### src/rtl/hangman_pkg.sv
// hangman_pkg: shared ASCII constants and guess_filter FSM state type
package hangman_pkg;
    localparam logic [7:0] ASCII_A     = 8'h41;
    localparam logic [7:0] ASCII_Z     = 8'h5A;
    localparam logic [7:0] ASCII_LA    = 8'h61;
    localparam logic [7:0] ASCII_LZ    = 8'h7A;
    localparam logic [7:0] CASE_OFFSET = 8'h20;
    localparam int         NUM_LETTERS = 26;
    typedef enum logic [1:0] {READY, ARMED, BUSY} gf_state_t;
endpackage

### src/rtl/ascii_classify.sv
// ascii_classify: letter detection, case folding and 0..25 letter index
module ascii_classify
    import hangman_pkg::*;
(
    input  logic [7:0] data,
    input  logic       case_fold,
    output logic       is_letter,
    output logic [7:0] folded,
    output logic [4:0] idx
);
    logic is_upper, is_lower;
    always_comb begin
        is_upper  = data >= ASCII_A && data <= ASCII_Z;
        is_lower  = case_fold && data >= ASCII_LA && data <= ASCII_LZ;
        is_letter = is_upper || is_lower;
        folded    = is_lower ? data - CASE_OFFSET : data;
        idx       = 5'(folded - ASCII_A);
    end
endmodule

### src/rtl/guess_filter.sv
// guess_filter: validates received bytes, buffers one new letter and issues it
// to the game logic as a single-cycle pulse when the game is ready.
module guess_filter
    import hangman_pkg::*;
#(
    parameter int BUSY_TIMEOUT = 8,
    parameter int CASE_FOLD    = 1
) (
    input  logic                   clk,
    input  logic                   nRst,
    input  logic [7:0]             rx_data,
    input  logic                   rx_valid,
    input  logic                   game_rdy,
    input  logic                   red_busy,
    input  logic                   gameEnd,
    output logic [7:0]             guess,
    output logic                   pending,
    output logic                   dup,
    output logic                   invalid,
    output logic                   overrun,
    output logic                   timeout,
    output logic [NUM_LETTERS-1:0] guessed_mask
);
    localparam int CW = $clog2(BUSY_TIMEOUT + 1);

    gf_state_t     state, state_d;
    logic [CW-1:0] cnt, cnt_d;
    logic [7:0]    buf_letter, folded;
    logic [4:0]    idx;
    logic          is_letter, seen, accept, issue, tmo;

    ascii_classify u_cls (
        .data     (rx_data),
        .case_fold(CASE_FOLD != 0),
        .is_letter(is_letter),
        .folded   (folded),
        .idx      (idx)
    );

    assign seen   = is_letter && guessed_mask[idx];
    assign accept = rx_valid && is_letter && !seen && !pending;

    always_comb begin
        state_d = state;
        cnt_d   = cnt;
        issue   = 1'b0;
        tmo     = 1'b0;
        case (state)
            READY: begin
                issue   = pending && game_rdy && !red_busy;
                state_d = issue ? ARMED : READY;
                cnt_d   = '0;
            end
            ARMED: begin
                // A finished game never raises red_busy, so give up after the window
                tmo     = !red_busy && cnt == CW'(BUSY_TIMEOUT - 1);
                state_d = red_busy ? BUSY : tmo ? READY : ARMED;
                cnt_d   = cnt + CW'(1);
            end
            BUSY:    state_d = (!red_busy && game_rdy) ? READY : BUSY;
            default: state_d = READY;
        endcase
    end

    always_ff @(posedge clk) begin
        if (nRst) begin
            state        <= READY;
            cnt          <= '0;
            guess        <= '0;
            pending      <= 1'b0;
            dup          <= 1'b0;
            invalid      <= 1'b0;
            overrun      <= 1'b0;
            timeout      <= 1'b0;
            guessed_mask <= '0;
            buf_letter   <= '0;
        end else if (gameEnd) begin
            state        <= READY;
            cnt          <= '0;
            guess        <= '0;
            pending      <= 1'b0;
            dup          <= 1'b0;
            invalid      <= 1'b0;
            overrun      <= 1'b0;
            timeout      <= 1'b0;
            guessed_mask <= '0;
        end else begin
            state   <= state_d;
            cnt     <= cnt_d;
            guess   <= issue ? buf_letter : 8'h00;
            timeout <= tmo;
            invalid <= rx_valid && !is_letter;
            dup     <= rx_valid && seen;
            overrun <= rx_valid && is_letter && !seen && pending;
            pending <= accept || (pending && !issue);
            if (accept) begin
                buf_letter        <= folded;
                guessed_mask[idx] <= 1'b1;
            end
        end
    end
endmodule

### config.mk
export PLATFORM = sky130hd
export DESIGN_NAME = guess_filter
export DESIGN_NICKNAME = d
export VERILOG_FILES = /design/src/rtl/hangman_pkg.sv /design/src/rtl/ascii_classify.sv /design/src/rtl/guess_filter.sv
export SDC_FILE = /design/constraint.sdc
export NUM_CORES = 1
export LEC_CHECK = 0
export BUFFER_PORTS_ARGS = -buffer_cell sky130_fd_sc_hd__buf_4
export CORE_UTILIZATION = 43
export DETAILED_ROUTE_END_ITERATION = 6
export HOLD_SLACK_MARGIN = 0.02
export PLACE_DENSITY = 0.75
export SLEW_MARGIN = 25
export SYNTH_ARGS = -nofsm -noshare
export SYNTH_HDL_FRONTEND = slang
export SYNTH_SLANG_ARGS = --single-unit
### constraint.sdc
create_clock -name clk -period 2.49 [get_ports clk]
set_input_delay 0.1245 -clock clk [delete_from_list [all_inputs] [get_ports clk]]
set_output_delay 0.1245 -clock clk [all_outputs]
set_load 0.05 [all_outputs]
After elaboration in Yosys (flattened, before gate mapping)
Cells that the tools add are included.
Operators by class
  magnitude comparators: 6
  bitwise operators: 4
  $add $sub $neg: 3
  div/mod/pow operators: 0
  multiplexer cells: 12
  multiply operators: 0
  reductions and logical operators: 28
  shift-type cells: 0
  eq/ne operators: 3
Operator list (number)
  $or 26x26->26: 1
  $ge 8x7->1 const B: 2
  $le 8x7->1 const B: 2
  $logic_and 1x1->1: 15
  $mux 8: 1
  $pmux 4 s2: 1
  $sub 8x6->8 const B: 1
  $lt 5x6->1 const B: 1
  $pmux 2 s3: 1
  $reduce_or 3->1: 2
  $bmux 1 s5: 1
  $demux 1 s5: 1
  $ge 5x1->1 const B: 1
  $logic_not 1->1: 5
  $mux 1: 5
  $sub 5x1->5 const B: 1
  $add 4x1->4 const B: 1
  $eq 4x3->1 const B: 1
  $mux 2: 2
  $not 1->1: 3
  $eq 2x1->1 const B: 1
  $eq 2x2->1 const B: 1
  $logic_not 2->1: 1
  $logic_or 1x1->1: 2
  other kinds (3): 3
Word-level totals
  latch bits: 0
  bits in read-only memories: 0
  output and inout bits: 39
  bits in writable memories: 0
  memories kept: 0
  input port bits: 14
  register bits: 53

Depth between registers and ports, before layout
  word-level depth: 11
  depth in mapped cells: 12
  depth with buffers taken out: 8

Cells and area by module
A second synthesis with hierarchy kept.
Second synthesis, totals
  cells, all modules: 273
  area total of the unflattened synthesis: 2597.5 µm²
Modules (own cells, without submodules)
  guess_filter: area each 2322.2 µm², cells each 239, times used 1
  ascii_classify: area each 275.3 µm², cells each 34, times used 1

Worst setup path after synthesis
Ideal clock, no wire load.
  kind: in2reg
  start: in rx_data[0]
  end: reg guessed_mask[10]
  required time: 2.373 ns
  arrival time: 2.374 ns
  stages: 11
  path slack: -0.001 ns
  setup time: 0.117 ns
  buffers on the path: 4
  cell sequence: buf_6 > inv_1 > ha_1 > buf_4 > mux2i_1 > mux4_2 > o221a_4 > and2_4 > buf_8 > buf_8 > a32o_1
On the way
  word-level cells in the longest chain between the ends: 10
  elaborated cells on any way between the ends: 23
  those cells by class: 2 x add/sub; 6 x order compare; 5 x mux; 1 x bitwise; 9 x reduce/logical
RTL lines
  start: declaration: line guess_filter.sv:11  | input logic [7:0] rx_data,
  branches (longest 10 deep; another with $ge 8x7->1)
  end signal: assignment: line guess_filter.sv:75  | guessed_mask <= '0;
  end signal: assignment: line guess_filter.sv:86  | guessed_mask <= '0;
  end signal: indexed assignment: line guess_filter.sv:98  | guessed_mask[idx] <= 1'b1;
  end: declaration: line guess_filter.sv:22  | output logic [NUM_LETTERS-1:0] guessed_mask
Several ways; the timed one is not identified. The select of a mux whose other input is x is not followed.
A chain may end at the register's enable or synchronous reset.

Final worst setup path
  start: reg guessed_mask[17]
  end: reg guessed_mask[7]
On the way
  word-level cells in the longest chain between the ends: 6
RTL lines
  $bmux 1 s5: line guess_filter.sv:40  | assign seen = is_letter && guessed_mask[idx];
  $mux 1 (not written as such): line guess_filter.sv:40
  $logic_and 1x1->1: line guess_filter.sv:40
  $logic_not 1->1: line guess_filter.sv:41  | assign accept = rx_valid && is_letter && !seen && !pending;
  $logic_and 1x1->1 (2 in series): line guess_filter.sv:41
Every way passes these cells. The select of a mux whose other input is x is not followed.

==> summary.md <==
| Metric | Value |
|---|---|
| Status | `finished, final reports clean` |
| Worst R2R End | `guessed_mask[7]$_SDFFE_PP0P_` |
| DRC viols | `0` |
| Reg clk slew, reported paths | `100 ps` |
| WHS | `72.1 ps` |
| Hold path cells | `2` |
| Drt first pass iters | `5` |
| Drt wl/cell | `15.6 um` |
| I/O pin total | `53` |
| Chip width | `78.2 um` |
| CP max stage cell | `mux4_2` |
| Ant. Diodes | `0` |
| Final Instance Area | `approximately 3200 um2` |
| PwrDens | `516 nW/um2` |
| First DRT Iteration DRCs | `approximately 200` |
| Via count | `2185` |
| Yosys Warn Count | `0` |
| Top post-synthesis cells by area | `dfxtp_1 42%, a32o_1 9.6%, ha_1 4.0%, nor2_1 3.5%, a21oi_1 3.2%` |
| Req. time, crit path | `~2700 ps` |
| Area share of the largest cell type after synthesis | `between 40% and 50%` |
| Pins Over Slew Limit | `0` |
| Largest net degree at the start of global routing | `31` |
| Reg2reg path depth | `7` |
| H-tree depth | `2` |
| RR Startpoint | `guessed_mask[17]$_SDFFE_PP0P_` |
| RSZ-0062 raised after global routing | `false` |
| Netlist Area Pre-Place | `2500 um2` |
| Worst Hold Launch | `nRst` |
| WL final | `between 5 and 6 mm` |
| Clk buf depth | `2` |
| Sequential fraction of the synthesis area | `a little over two fifths` |
| Fmax | `486 MHz` |
| Placed inst area | `~3000 um2` |
| CP peak stage delay | `490 ps` |
| Clk_lat worst skew | `310 ps` |
| Main flop type after synthesis | `dfxtp_1` |
| Setup TNS | `0 ps` |
| Final setup violation count | `0` |
| Peak supply drop | `roughly 400 uV` |
| CP Capture Type | `register` |
| Number of fill cells | `509` |
| CTS tree | `yes` |
| Slew HR | `53.0%` |
| R2r setup slk | `430 ps` |
| Crit start category | `register` |
| Starting Density | `between 40 and 50%` |
| Initial antenna violation count | `0` |
| PortBufs | `52` |
| Ys async rst share | `0%` |
| EDFF count, synth | `0` |
| Synthesized area per cell | `9.95 um2` |
| Critical-path cell list | `mux4_2 > mux2_2 > o211ai_2 > o221a_4 > and2_4 > buf_12 > a32o_1` |
| Overall power | `1630 uW` |
| Seq cells post-synth | `53` |
| GPL Wtd Cong | `around 0.86` |
| Data arrival, critical path | `approximately 2300 ps` |
| Hold Fails Final Rpt | `0` |
| First-pass GRT wire length | `9.79 mm` |
| Die height | `approximately 78 um` |
| GRT Overall Usage | `a little over 20%` |
| Fraction of layout cells with a size suffix above 1 | `28.5%` |
| Synth cell types | `50` |
| Total gr overflow | `0` |
| Synth Instances | `251` |
| Area growth, synth to finish | `26.4%` |
| Core region area | `5540 um2` |
| DPL Wire Length | `4.46 mm` |
| Lkg Pwr | `0.00134 uW` |
| Final period utilization | `about 83%` |
| Row Count | `27` |
| Max Cap Violations | `0` |
| Crit path from | `guessed_mask[17]$_SDFFE_PP0P_` |
| Synthesized Nets | `273` |
| Critical-path maximum fanout | `13` |
| Vias in the first global route | `about 2000` |
| Worst Path Class, Setup | `reg -> reg` |
| Root buffer cell | `clkbuf_8` |
| Nets@finish | `333` |
| Die ar. | `6120 um2` |
| Fin Clk Skew | `8.61 ps` |
| Total CTS buffers | `5` |
| ANT nets after route | `0` |
| Hold path endpoint | `buf_letter[0]$_SDFFE_PP0P_` |
| CTS sink cnt | `53` |
| Post-CTS Setup Repair Bufs | `0` |
| Min Tclk post-route | `2060 ps` |
| Cell taking the most area after synthesis | `dfxtp_1` |
| Drt via density | `roughly 5.7` |
| Min-delay worst type | `in -> reg` |
| Measured slew at the worst slew-check pin | `704 ps` |
-- cells by family (layout without fill, tap and decap cells) --
group	after synthesis	in the layout	share of synthesized area, %
XOR/XNOR	3	3	1.05
AO/OA/AOI/OAI	68	68	21.7
multiplexers	15	15	8.31
AND/OR/NAND/NOR	82	82	17.4
adder cells (fa/ha/maj)	8	8	4.01
flip-flops	53	53	42.5
buffers and inverters	22	83	5.11
-- registers in the layout, summed over array words and instances (netlist names) --
signal	flops
guess	8
dup	1
pending	1
invalid	1
cnt	4
guessed_mask	26
buf_letter	8
overrun	1
state	2
timeout	1
-- cell type report --
cell class	instances	area [um2]	share of cell area, %
inverter	5	18.8	0.594
sequential	53	1060	33.6
tap	72	90.1	2.85
clock inverter	3	43.8	1.39
multi-input combinational	176	1310	41.5
clock buffer	5	68.8	2.18
timing repair buffer	70	566	17.9
-- worst max path at each step --
stage | end | slack, ps | cells past startpoint
after global routing | guessed_mask[7]$_SDFFE_PP0P_ | 260 | 10
after detailed placement | guessed_mask[7]$_SDFFE_PP0P_ | 130 | 10
final | guessed_mask[7]$_SDFFE_PP0P_ | 430 | 7
after floorplan | guessed_mask[10]$_SDFFE_PP0P_ | 30 | 11
after CTS | guessed_mask[7]$_SDFFE_PP0P_ | 440 | 7
after global placement | guessed_mask[13]$_SDFFE_PP0P_ | 200 | 10
-- synth_stat cells, drive strengths merged, types with 2 or more instances --
library cell  number
nand2b             4
nand3b             3
and3               4
mux2i              8
a32o              24
nor2b              7
a21oi             16
mux2               3
dfxtp             53
a22o               3
nor4               2
xnor2              2
nand2             10
mux4               4
o21ai              8
clkbuf             9
nor3               3
ha                 8
and2               9
inv                5
buf                8
nand3              7
nor2              23
a211oi             2
nor3b              7
-- where the power goes --
part	leakage, uW	internal, uW	switching (uW)
Clock	0.0000585	301	283
Combinational	0.000852	80.9	112
Sequential	0.000427	850	2.15
-- metrics by stage --
step / setup slack, ps / utilization [%] / cells
2_1_floorplan: 31.3 / - / 251
3_3_place_gp: 204 / 54.8 / 375
3_5_place_dp: 126 / 54.8 / 375
4_1_cts: 437 / 57.0 / 384
5_1_grt: 260 / 57.0 / 384
6_report: 434 / 57.0 / 384
-- routing by layer --
metal  vias to the layer above  part of all wire, %  global-route usage, %
met5                         -                    0                      0
li1                       1061                    -                      -
met3                         7                  7.0                   4.19
met4                         0                  1.6                   7.78
met1                      1029                   44                   27.5
met2                        88                   47                   32.3
-- timing repair --
item,in CTS,in global routing
endpoints found under the setup margin,0,0
endpoints found under the hold margin,1,0
hold buffers,1,0
resized for setup,0,0
-- worst max-delay path, delay by kind of cell (launching register included) --
kind | cells | cell delay (ps)
multiplexers | 2 | 780
AO/OA/AOI/OAI | 3 | 540
AND/OR/NAND/NOR | 1 | 190
flip-flops | 1 | 350
buffers and inverters | 1 | 130
-- cells in the final DEF, fill, tap and decap left out, drive strengths merged, types with 2 or more instances in the layout --
cell     n
mux4     4
mux2     3
mux2i    8
nand3    7
nor3     3
nand2b   4
nor2b    7
nand2   10
xnor2    2
nor2    23
buf     69
inv      6
and3     4
ha       8
a211oi   2
a21oi   16
dfxtp   53
nor4     2
nor3b    7
a22o     3
o21ai    8
clkbuf   5
and2     9
nand3b   3
a32o    24
Note: power is estimated with default switching activity, not from simulation.
